[config.mk]
export PLATFORM = sky130hd
export DESIGN_NAME = pc_gen
export DESIGN_NICKNAME = d
export VERILOG_FILES = /design/src/rtl/gemini_ifu_pkg.sv /design/src/rtl/pc_next_sel.sv /design/src/rtl/pc_gen.sv
export SDC_FILE = /design/constraint.sdc
export NUM_CORES = 1
export LEC_CHECK = 0
export ABC_AREA = 0
export BUFFER_PORTS_ARGS = -buffer_cell sky130_fd_sc_hd__buf_2
export CAP_MARGIN = 20
export CORE_MARGIN = 4
export CORE_UTILIZATION = 30
export DETAILED_ROUTE_END_ITERATION = 12
export GPL_TIMING_DRIVEN = 1
export MAX_ROUTING_LAYER = met4
export PLACE_DENSITY = 0.61
export SLEW_MARGIN = 20
export SYNTH_ARGS = -nofsm -noshare
export SYNTH_HDL_FRONTEND = slang
export SYNTH_HIERARCHICAL = 1
export SYNTH_SLANG_ARGS = --single-unit
[constraint.sdc]
create_clock -name clk -period 7.3 [get_ports clk]
set_input_delay 0.365 -clock clk [delete_from_list [all_inputs] [get_ports clk]]
set_output_delay 0.365 -clock clk [all_outputs]
set_load 0.01 [all_outputs]
[src/rtl/gemini_ifu_pkg.sv]
// Shared IFU definitions: redirect-kind encodings, pc_gen FSM states and the default reset PC.
package gemini_ifu_pkg;

    localparam logic [1:0] RDR_J  = 2'd0;
    localparam logic [1:0] RDR_BR = 2'd1;
    localparam logic [1:0] RDR_JR = 2'd2;

    localparam logic [31:0] DEFAULT_RESET_PC = 32'hBFC0_0000;

    typedef enum logic [1:0] {
        RUN      = 2'd0,
        PEND_ID  = 2'd1,
        PEND_EXC = 2'd2
    } pc_gen_state_e;

endpackage

[src/rtl/pc_next_sel.sv]
// Next-PC selection for pc_gen: redirect target formation, priority mux and sequential advance.
// Optional `PC_GEN_GROUP_ALIGN_EN clips sequential advance at the aligned fetch-group boundary.
module pc_next_sel
    import gemini_ifu_pkg::*;
#(
    parameter int FETCH_WIDTH = 2,
    parameter int CNT_W       = $clog2(FETCH_WIDTH + 1)
) (
    input  logic [31:0]      pc,
    input  pc_gen_state_e    state,
    input  logic [31:0]      pend_target,
    input  logic             stall,
    input  logic             exc_valid,
    input  logic [31:0]      exc_pc,
    input  logic             id_redirect_valid,
    input  logic [1:0]       id_redirect_kind,
    input  logic [31:0]      id_pc,
    input  logic [25:0]      id_j_imme,
    input  logic [31:0]      id_branch_target,
    input  logic [31:0]      id_rs_data,
    input  logic [CNT_W-1:0] inst_ok_cnt,
    output logic [31:0]      next_pc,
    output logic [31:0]      id_target,
    output logic             id_live,
    output logic             redirect_taken
);

    localparam logic [31:0] FW_32 = 32'(FETCH_WIDTH);

    logic [31:0] cnt_32;
    logic [31:0] advance;
    logic [31:0] seq_pc;
    logic        unused_id_pc_low;

    assign unused_id_pc_low = ^id_pc[27:0];

    always_comb begin
        id_target = '0;
        id_live   = id_redirect_valid;
        case (id_redirect_kind)
            RDR_J:   id_target = {id_pc[31:28], id_j_imme, 2'b00};
            RDR_BR:  id_target = id_branch_target;
            RDR_JR:  id_target = id_rs_data;
            default: id_live   = 1'b0;
        endcase
    end

    // Counts beyond the group size are clamped; the top asserts they never occur.
    always_comb begin
        cnt_32 = 32'(inst_ok_cnt);
        if (cnt_32 > FW_32) begin
            cnt_32 = FW_32;
        end
    end

`ifdef PC_GEN_GROUP_ALIGN_EN
    if ((FETCH_WIDTH & (FETCH_WIDTH - 1)) != 0) begin : g_fw_not_pow2
        $error("pc_next_sel: FETCH_WIDTH must be a power of two with group alignment");
    end

    logic [31:0] grp_ofs;
    logic [31:0] grp_room;

    always_comb begin
        grp_ofs  = {2'b00, pc[31:2]} & (FW_32 - 32'd1);
        grp_room = FW_32 - grp_ofs;
        advance  = (cnt_32 < grp_room) ? cnt_32 : grp_room;
    end
`else
    assign advance = cnt_32;
`endif

    assign seq_pc = pc + {advance[29:0], 2'b00};

    always_comb begin
        next_pc        = pc;
        redirect_taken = 1'b0;
        if (!stall) begin
            redirect_taken = 1'b1;
            if (state == PEND_EXC) begin
                next_pc = pend_target;
            end else if (exc_valid) begin
                next_pc = exc_pc;
            end else if (state == PEND_ID) begin
                next_pc = pend_target;
            end else if (id_live) begin
                next_pc = id_target;
            end else begin
                redirect_taken = 1'b0;
                next_pc        = seq_pc;
            end
        end
    end

endmodule

[src/rtl/pc_gen.sv]
// Fetch PC generator: owns the PC register and captures redirects that arrive during a stall.
// Optional `PC_GEN_GROUP_ALIGN_EN (see pc_next_sel) clips sequential advance at group boundaries.
module pc_gen
    import gemini_ifu_pkg::*;
#(
    parameter int          FETCH_WIDTH = 2,
    parameter logic [31:0] RESET_PC    = DEFAULT_RESET_PC,
    localparam int         CNT_W       = $clog2(FETCH_WIDTH + 1)
) (
    input  logic             clk,
    input  logic             rst,
    input  logic             stall,
    input  logic             exc_valid,
    input  logic [31:0]      exc_pc,
    input  logic             id_redirect_valid,
    input  logic [1:0]       id_redirect_kind,
    input  logic [31:0]      id_pc,
    input  logic [25:0]      id_j_imme,
    input  logic [31:0]      id_branch_target,
    input  logic [31:0]      id_rs_data,
    input  logic [CNT_W-1:0] inst_ok_cnt,
    output logic [31:0]      pc,
    output logic [31:0]      next_pc,
    output logic             redirect_pending,
    output logic             if_flush
);

    if (FETCH_WIDTH < 1) begin : g_bad_fetch_width
        $error("pc_gen: FETCH_WIDTH must be at least 1");
    end

    pc_gen_state_e state;
    logic [31:0]   pend_target;
    logic [31:0]   sel_next;
    logic [31:0]   id_target;
    logic          id_live;
    logic          redirect_taken;

    pc_next_sel #(
        .FETCH_WIDTH (FETCH_WIDTH),
        .CNT_W       (CNT_W)
    ) u_next_sel (
        .pc               (pc),
        .state            (state),
        .pend_target      (pend_target),
        .stall            (stall),
        .exc_valid        (exc_valid),
        .exc_pc           (exc_pc),
        .id_redirect_valid(id_redirect_valid),
        .id_redirect_kind (id_redirect_kind),
        .id_pc            (id_pc),
        .id_j_imme        (id_j_imme),
        .id_branch_target (id_branch_target),
        .id_rs_data       (id_rs_data),
        .inst_ok_cnt      (inst_ok_cnt),
        .next_pc          (sel_next),
        .id_target        (id_target),
        .id_live          (id_live),
        .redirect_taken   (redirect_taken)
    );

    assign next_pc = rst ? RESET_PC : sel_next;

    // While stalled, an exception always wins the slot; ID redirects never displace a pending exception.
    always_ff @(posedge clk) begin
        if (rst) begin
            state            <= RUN;
            pc               <= RESET_PC;
            pend_target      <= '0;
            redirect_pending <= 1'b0;
            if_flush         <= 1'b0;
        end else if (!stall) begin
            state            <= RUN;
            pc               <= sel_next;
            redirect_pending <= 1'b0;
            if_flush         <= redirect_taken;
        end else begin
            if_flush <= 1'b0;
            case (state)
                RUN: begin
                    if (exc_valid) begin
                        state            <= PEND_EXC;
                        pend_target      <= exc_pc;
                        redirect_pending <= 1'b1;
                    end else if (id_live) begin
                        state            <= PEND_ID;
                        pend_target      <= id_target;
                        redirect_pending <= 1'b1;
                    end
                end
                PEND_ID: begin
                    if (exc_valid) begin
                        state       <= PEND_EXC;
                        pend_target <= exc_pc;
                    end else if (id_live) begin
                        pend_target <= id_target;
                    end
                end
                PEND_EXC: begin
                    if (exc_valid) begin
                        pend_target <= exc_pc;
                    end
                end
                default: begin
                    state            <= RUN;
                    redirect_pending <= 1'b0;
                end
            endcase
        end
    end

    a_cnt_in_range: assert property (@(posedge clk) disable iff (rst)
        (!stall && !redirect_taken) |-> (32'(inst_ok_cnt) <= 32'(FETCH_WIDTH)));

endmodule
After elaboration in Yosys (flattened, before gate mapping)
Index checks and enable logic that the tools add are counted.

Bits in read-only memories: 0. Output and inout bits: 66. Bits in latches: 0. Register bits: 68. RAM bits: 0. Memories: 0. Logic and storage cells: 53.

Add/subtract/negate cells: 1. Muxes and demuxes: 24. $lt $le $gt $ge: 1. Equality and inequality tests: 8. Bitwise logic cells: 3. Div/mod/pow operators: 0. Shift operators: 0. Multipliers: 0. Reduce and logical (&&, ||, !) cells: 11.

Operators with widths (number): $mux 32 (9); $pmux 32 s3 (1); $pmux 32 s2 (1); $add 32x4->32 (1); $mux 2 (4); $reduce_or 2->1 (4); $mux 1 (7); $pmux 2 s3 (1); $eq 2x1->1 const B (2); $eq 2x2->1 const B (2); $logic_not 2->1 (2); $ne 2x2->1 const B (2); $reduce_and 4->1 (1); $ne 3x1->1 const B (1); $ne 3x3->1 const B (1); $not 1->1 (3); $reduce_and 3->1 (1); $reduce_or 3->1 (1); $gt 2x2->1 const B (1); $pmux 1 s2 (1); $reduce_and 2->1 (1); $reduce_bool 2->1 (1).

Longest topological paths before layout
Gate-level depths: netlist (run 1).

Depth in word-level cells: 9. Mapped depth: 12.

Cells and area by module
The synthesis (run 1) kept the hierarchy.

By module, submodules not included: pc_next_sel (seq. area each 0.0 µm², instances 1, cells an instance 572, area each 3492.1 µm²); pc_gen (seq. area each 1361.3 µm², instances 1, cells an instance 351, area each 3221.8 µm²).

Worst setup path after synthesis (run 1)
OpenSTA, ideal clock, no wires.

Kind: input to output. Start point: input inst_ok_cnt[0]. End point: output next_pc[24]. Buffers on the path: 1. Arrival time: 2.568 ns. Data required time: 6.935 ns. Stages on the path: 10. Setup slack: 4.367 ns. Cells stage by stage: nor2b_1 -> ha_1 -> inv_1 -> fa_1 -> and4b_1 -> and4_1 -> clkbuf_1 -> nand3_1 -> o311a_1 -> or2_2.

Longest elaborated chain between the ends: 9.

Ends and longest elaborated chain: from (decl) (line pc_gen.sv:21) `input logic [CNT_W-1:0] inst_ok_cnt,`; $gt 2x2->1 (line pc_next_sel.sv:51) `if (cnt_32 > FW_32) begin`; $mux 2 (*) (line pc_next_sel.sv:51); $add 32x4->32 (*) (line pc_next_sel.sv:73) `assign seq_pc = pc + {advance[29:0], 2'b00};`; $mux 32 (*) (line pc_next_sel.sv:86) `end else if (id_live) begin`; $mux 32 (*) (line pc_next_sel.sv:84) `end else if (state == PEND_ID) begin`; $mux 32 (*) (line pc_next_sel.sv:82) `end else if (exc_valid) begin`; $mux 32 (*) (line pc_next_sel.sv:80) `if (state == PEND_EXC) begin`; $mux 32 (*) (line pc_next_sel.sv:78) `if (!stall) begin`; net sel_next[24] (line pc_gen.sv:34) `logic [31:0] sel_next;`; $mux 32 (*) (line pc_gen.sv:62) `assign next_pc = rst ? RESET_PC : sel_next;`; to (decl) (line pc_gen.sv:23) `output logic [31:0] next_pc,`.

The timed path passes the listed nets; every way through them passes the cells marked *.

Worst setup path after layout (run 1)
Start point: input exc_valid. End point: output next_pc[17].

Longest elaborated chain between the ends: 4.

Ends and longest elaborated chain: from (decl) (line pc_gen.sv:13) `input logic exc_valid,`; $mux 32 (line pc_next_sel.sv:82); $mux 32 (line pc_next_sel.sv:80); $mux 32 (line pc_next_sel.sv:78); net sel_next[17] (line pc_gen.sv:34); $mux 32 (line pc_gen.sv:62).

The timed path passes the listed nets, and every way through them passes these cells.

==> reports/results.ini, run 1 <==
[worst_setup_path]
max_stage_delay_ns = 0.77
setup.worst_path.start_class = input pin
critical_path.startpoint = exc_valid
worst-endpoint-required_ns = 6.93
r2r-start = state[1]$_SDFFE_PP0P_
worstPathArrival_ns = 3.52
count_of_buffer_and_inverter_cells_on_the_critical_path = 4
critical_path_peak_fanout = 87
critPathCaptureType = primary output
critical_path.slowest_cell = clkinv_1
timing.critical_path.max_delay_family = buffers and inverters
path_common_cell = buf_2
worstPathCellList = buf_2, buf_4, clkinv_1, nand2_1, a221oi_1, o41ai_1, nor2b_1, buf_2
worst-setup-path-type = input pin to primary output

[synthesis]
synthMostInstantiatedCell = nor2_1
netlist_top_cells_count = nor2_1 (98), nand2_1 (89), o21ai_0 (88), dfxtp_1 (68), a21oi_1 (58)
ys_dominant_reg_cell = dfxtp_1
synth.lib_cells_used.distinct = 74
synth_edf_count = 0
netlist.top_cell.by_area = dfxtp_1
synthDominantCellAreaShare_pct = 20.28
syn_area_sq_um = 6714
synth_async_sr_flop_share_pct = 0
ys_seq_elements = 68
netlist_top_cells_area = dfxtp_1 (20%), mux2i_1 (7.3%), o21ai_0 (6.6%), a311oi_2 (6.3%), nor2_1 (5.5%)
yosys_warnings = 6
syn-num-nets = 1093
sequential_area_share_after_synthesis_pct = 20.28
post_synth_inst_count = 923
synthesis.area_per_instance_sq_um = 7.274

[grt]
grt_use_total_pct = 22.16
grt_pass1_wl_microns = 42330
grt_overflow = 0
number_of_global_route_vias_before_repair = 7033
grt_max_degree = 88
grt_antenna_before_repair = 3

[floorplanning]
fp.dieArea_sq_um = 24840
die_height_microns = 157.6
io_count = 229
fp.dieW_microns = 157.6
core_region_area_sq_um = 21890
floorplan.initialDensity_pct = 30.67
num_rows = 54

[pwr]
ir_worst_vdd_mv = 0.06956
seqPwrFrac_pct = 34.3
power_internal_uw = 830.3
fraction_of_power_consumed_by_combinational_cells_pct = 32.9
share_clk_of_total_power_pct = 32.8
leakage_uw = 0.003334
power_density_nw_per_um2 = 160.4
netSwitchingFraction_pct = 35.89
switching_power_total_uw = 464.8

[timing]
timing.final.crit_period_ns = 3.885
setup_viol_count_final = 0
grt_setup_unrepaired = false
maxClockFrequency_mhz = 257.4
timing_worst_slew_pin_value_ns = 1.045
timing.setup.tns_ns = 0
final-hold-violation-count = 0
report.final.slew_viol_count = 0
timing.slew.headroom_pct = 29.87
fin_worst_skew_ns = 0.007013
finalCritPeriodShare_pct = 53.22

[drt]
drt_wl_total_microns = 27890
drt_wl_cell_microns = 20.66
remaining_drc_errors = 0
post_drt_via_cell_ratio = 5.750
drt_pass1_iterations = 6
antenna_left = 0
drt_first_iter_violations = 876
num_vias = 7762

[placement]
numPortBuffers = 200
total_half_perimeter_wirelength_after_legalization_and_detailed_placement_microns = 20740
gp_congestion = 0.8893
placedCellCount = 1331

[final_layout]
post_route_cells_drive_above_1_share_pct = 27.18
areaGrowthSynthToFinish_pct = 20.29
fin_nets = 1232
layout.cells.non_filler = 1350

[clock_network]
max_h_tree_level = 3
clk_latency_ns = 0.34
clock_tree.root_cell = clkbuf_16
post_cts_hold_buffer_count = 0
path_clk_slew_ns = 0.06
cts_tree = built
total_cts_buffers = 9
post_cts.repair.setup_buffers = 0
clock_sink_count = 68
cts_repair_resize_count = 0
max_clock_buf_depth = 2

[status]
run_status = completed

[hold_path]
timing.hold.worst.start = exc_pc[1]
worstHoldPathType = input pin to flip-flop

[run]
drv_cap = 0

[worst reg2reg max path: stages, from the launching register on]
cell      delay [ns]
dfxtp_1         0.64
buf_4           0.31
nand2b_1        0.07
buf_4           0.23
o21ai_1         0.85
a21oi_1         0.22
a21oi_1         0.23
o221a_2         0.23
mux2i_1         0.08
nor2_1          0.10
[path summary, 6_finish.rpt]
path / cells after the start / slack [ns] / endpoint
worst max register to register: 9 / 4.28 / pc[30]$_SDFFE_PP0N_
worst min register to register: 2 / 0.49 / redirect_pending$_SDFFE_PP0P_
worst min-delay path: 3 / 0.32 / pend_target[1]$_SDFFE_PP0P_
worst max-delay path: 8 / 3.42 / next_pc[17]
[per-layer routing]
metal  part of all wire (%)  global-route usage, %
met2                     42                  31.69
met4                    1.1                  4.834
met5                      0                      -
met1                     48                  32.72
met3                    9.0                  3.554
[state kept, by name (all words and copies together), names as in the netlist]
name	cells
if_flush	1
pc	32
pend_target	32
redirect_pending	1
state	2
[power by group through the flow]
stage	Sequential [uW]	Combinational [uW]	Clock, uW
2_1_floorplan	444	273	0
3_5_place_dp	451	418	0
4_1_cts	443	420	430
5_1_grt	449	466	442
3_3_place_gp	449	413	0
6_report	444	426	425
[metrics by stage]
| step | setup slack, ns | total power [uW] | hold slack, ns | area [sq um] | utilization [%] |
|---|---|---|---|---|---|
| after global routing | 3.203 | 1357 | 0.3542 | 8077 | 36.89 |
| final | 3.415 | 1295 | 0.3235 | 8077 | 36.89 |
| after floorplan | 4.367 | 717.1 | 0.4836 | 6714 | - |
| after CTS | 3.556 | 1293 | 0.3196 | 8069 | 36.86 |
| after detailed placement | 3.562 | 869.2 | 0.4884 | 7786 | 35.57 |
| after global placement | 3.540 | 862.1 | 0.4787 | 7786 | 35.57 |
[kinds of logic after synthesis]
family / share of synthesized area [%]
and+or+nand+nor: 25.16
AOI/OAI and AO/OA: 35.97
buffers and inverters: 7.435
DFF: 20.28
muxes: 8.312
xor gates and xnor gates: 1.435
adders and majority gates: 1.416
[placed cells by master (no fill, tap or decap), types with 13 or more instances in the layout]
cell type,count
nand2_1,89
buf_4,17
a21oi_1,58
nor2b_1,38
nand3_1,22
nand2b_1,13
nor2_1,97
a311oi_2,28
mux2i_1,49
inv_1,23
buf_2,198
nor3_1,19
o211ai_1,21
o21ai_0,88
a211oi_1,14
dfxtp_1,68
[cell type report]
cell class,instances,area [sq um]
diodes,3,7.507
inverters,25,93.84
clock inverters,1,5.005
multi-input cells,743,4862
flip-flops and latches,68,1361
repair buffers,215,1119
well taps,280,350.3
clock buffers,15,277.8
fillers,2404,13810
Note: power is estimated with default switching activity, not from simulation.
==> run 2: changes to the inputs <==
==> constraint.sdc (replaced) <==
create_clock -name clk -period 3.6 [get_ports clk]
set_input_delay 0.18 -clock clk [delete_from_list [all_inputs] [get_ports clk]]
set_output_delay 0.18 -clock clk [all_outputs]
set_load 0.01 [all_outputs]
==> reports/results.ini, run 2 (synthesized netlist as in run 1, its figures left out) <==
[drt]
post_drt_via_cell_ratio = 5.743  ; was 5.750
drt_pass1_iterations = 6  ; unchanged
num_vias = 7828  ; was 7762
drt_wl_total_microns = 27910  ; was 27890 microns
remaining_drc_errors = 0  ; unchanged
antenna_left = 0  ; unchanged
drt_first_iter_violations = 896  ; was 876
drt_wl_cell_microns = 20.47  ; was 20.66 microns

[timing]
timing.final.crit_period_ns = 3.395
timing.setup.tns_ns = 0  ; unchanged
timing_worst_slew_pin_value_ns = 0.9161  ; was 1.045 ns
setup_viol_count_final = 0  ; unchanged
timing.slew.headroom_pct = 38.84  ; was 29.87%
fin_worst_skew_ns = 0.008726  ; was 0.007013 ns
grt_setup_unrepaired = false  ; unchanged
finalCritPeriodShare_pct = 94.31
report.final.slew_viol_count = 0  ; unchanged
post-route-worst-setup-slack_ns = 0.2050  ; was 3.415 ns
final-hold-violation-count = 0  ; unchanged
maxClockFrequency_mhz = 294.5

[worst_setup_path]
worstPathArrival_ns = 3.22  ; was 3.52 ns
critPathCaptureType = primary output  ; unchanged
worst-endpoint-required_ns = 3.42  ; was 6.93 ns
worst-setup-path-type = flip-flop to primary output  ; was input pin to primary output
worstPathCellList = xor2_1, a21oi_1, a311oi_1, a21o_2, a22o_1, or2_2, buf_2  ; was buf_2, buf_4, clkinv_1, nand2_1, a221oi_1, o41ai_1, nor2b_1, buf_2
max_stage_delay_ns = 0.92  ; was 0.77 ns
setup.worst_path.start_class = flip-flop  ; was input pin
critical_path.slowest_cell = dfxtp_1  ; was clkinv_1
critical_path_peak_fanout = 24  ; was 87

[clock_network]
max_clock_buf_depth = 2  ; unchanged
total_cts_buffers = 9  ; unchanged
cts_repair_resize_count = 0  ; unchanged
post_cts_hold_buffer_count = 0  ; unchanged
clk_latency_ns = 0.34  ; about the same
post_cts.repair.setup_buffers = 0  ; unchanged
max_h_tree_level = 3  ; unchanged
cts_tree = built  ; unchanged
clock_sink_count = 68  ; unchanged
clock_tree.root_cell = clkbuf_16  ; unchanged
path_clk_slew_ns = 0.05  ; was 0.06 ns

[final_layout]
post_route_cells_drive_above_1_share_pct = 28.40  ; was 27.18%
most_frequent_standard_cell_in_the_layout_excluding_fill_and_tap_cells = buf_2  ; unchanged
most-common-layout-cells = buf_2 (198), nor2_1 (97), nand2_1 (89)  ; unchanged
final.fill_count = 2355  ; was 2404
areaGrowthSynthToFinish_pct = 22.33  ; was 20.29%
fin_nets = 1248  ; was 1232
layout.cells.non_filler = 1363  ; was 1350
design_area_sq_um = 8213  ; was 8077 sq um
largest_registers = pc (32), pend_target (32), state (2)  ; unchanged

[grt]
grt_antenna_before_repair = 1  ; was 3
grt_max_degree = 83  ; was 88
grt_overflow = 0  ; unchanged
grt_use_total_pct = 22.04  ; was 22.16%
number_of_global_route_vias_before_repair = 7040  ; was 7033
grt_pass1_wl_microns = 41920  ; was 42330 microns

[floorplanning]
die_height_microns = 157.6  ; unchanged
fp.dieArea_sq_um = 24840  ; unchanged
fp.dieW_microns = 157.6  ; unchanged
core_region_area_sq_um = 21890  ; unchanged
io_count = 229  ; unchanged
floorplan.initialDensity_pct = 30.67  ; unchanged
num_rows = 54  ; unchanged

[placement]
gp_congestion = 0.9059  ; was 0.8893
dp_worst_setup_slack_ns = 0.6041  ; was 3.562 ns
numPortBuffers = 200  ; unchanged
total_half_perimeter_wirelength_after_legalization_and_detailed_placement_microns = 21670  ; was 20740 microns
placed_cell_area_sq_um = 7931  ; was 7786 sq um
placedCellCount = 1347  ; was 1331

[run]
drv_cap = 0  ; unchanged

[status]
run_status = completed  ; unchanged

[pwr]
ir_worst_vdd_mv = 0.1664  ; was 0.06956 mV
leakage_uw = 0.003421  ; was 0.003334 uW
power_density_nw_per_um2 = 321.3  ; was 160.4 nW/um^2

[hold_path]
worstHoldPathType = input pin to flip-flop  ; unchanged

[run 2: cell types whose count changed in the layout (fill, tap and decap cells not counted), sizes merged]
| cell | delta |
|---|---|
| buf | +16 |
| clkbuf | -3 |
| clkinv | +1 |
| diode | -1 |
[run 2: final cells by class]
class                           instances  area, sq um  area share [%]
Timing Repair Buffer                  231         1264           15.39
Antenna cell                            2        5.005         0.06094
Clock inverter                          2        10.01          0.1219
Clock buffer                           12        266.5           3.245
Tap cell                              280        350.3           4.266
Multi-Input combinational cell        743         4862           59.20
Inverter                               25        93.84           1.143
Sequential cell                        68         1361           16.58
[run 2: stage by stage]
step	util (%)	hold WS, ns	power [uW]
after floorplan	-	0.3617	1454
after global placement	36.23	0.4745	1777
after detailed placement	36.23	0.4907	1788
after CTS	37.49	0.1322	2639
after global routing	37.51	0.1591	2777
final	37.52	0.1410	2639
[run 2: path summary, 6_finish.rpt]
kind	cells after the start	startpoint	endpoint	slack [ns]
worst min-delay path	3	exc_pc[1]	pend_target[1]$_SDFFE_PP0P_	0.14
worst max register to register	7	state[0]$_SDFFE_PP0P_	pend_target[3]$_SDFFE_PP0P_	0.64
worst max-delay path	7	state[0]$_SDFFE_PP0P_	next_pc[29]	0.20
worst min register to register	2	pend_target[0]$_SDFFE_PP0P_	pend_target[0]$_SDFFE_PP0P_	0.52
[run 2: where the power goes]
group	switching [uW]	total, uW	internal (uW)
sequential	86.9	903	816
combinational	524	886	362
clock	337	850	513
[run 2: routing by layer]
metal / vias up / GRT usage (%) / wire, microns
met5: - / - / 0
met2: 455 / 31.81 / 11730
li1: 3740 / - / -
met3: 33 / 3.636 / 2645
met1: 3600 / 32.59 / 13190
met4: 0 / 3.974 / 340
[run 2: critical path, delay by kind of cell, from the launching register on]
kind	cells	cell delay [ns]
compound gates	4	0.98
flops	1	0.92
xor+xnor	1	0.74
buf+inv	1	0.12
simple gates	1	0.11
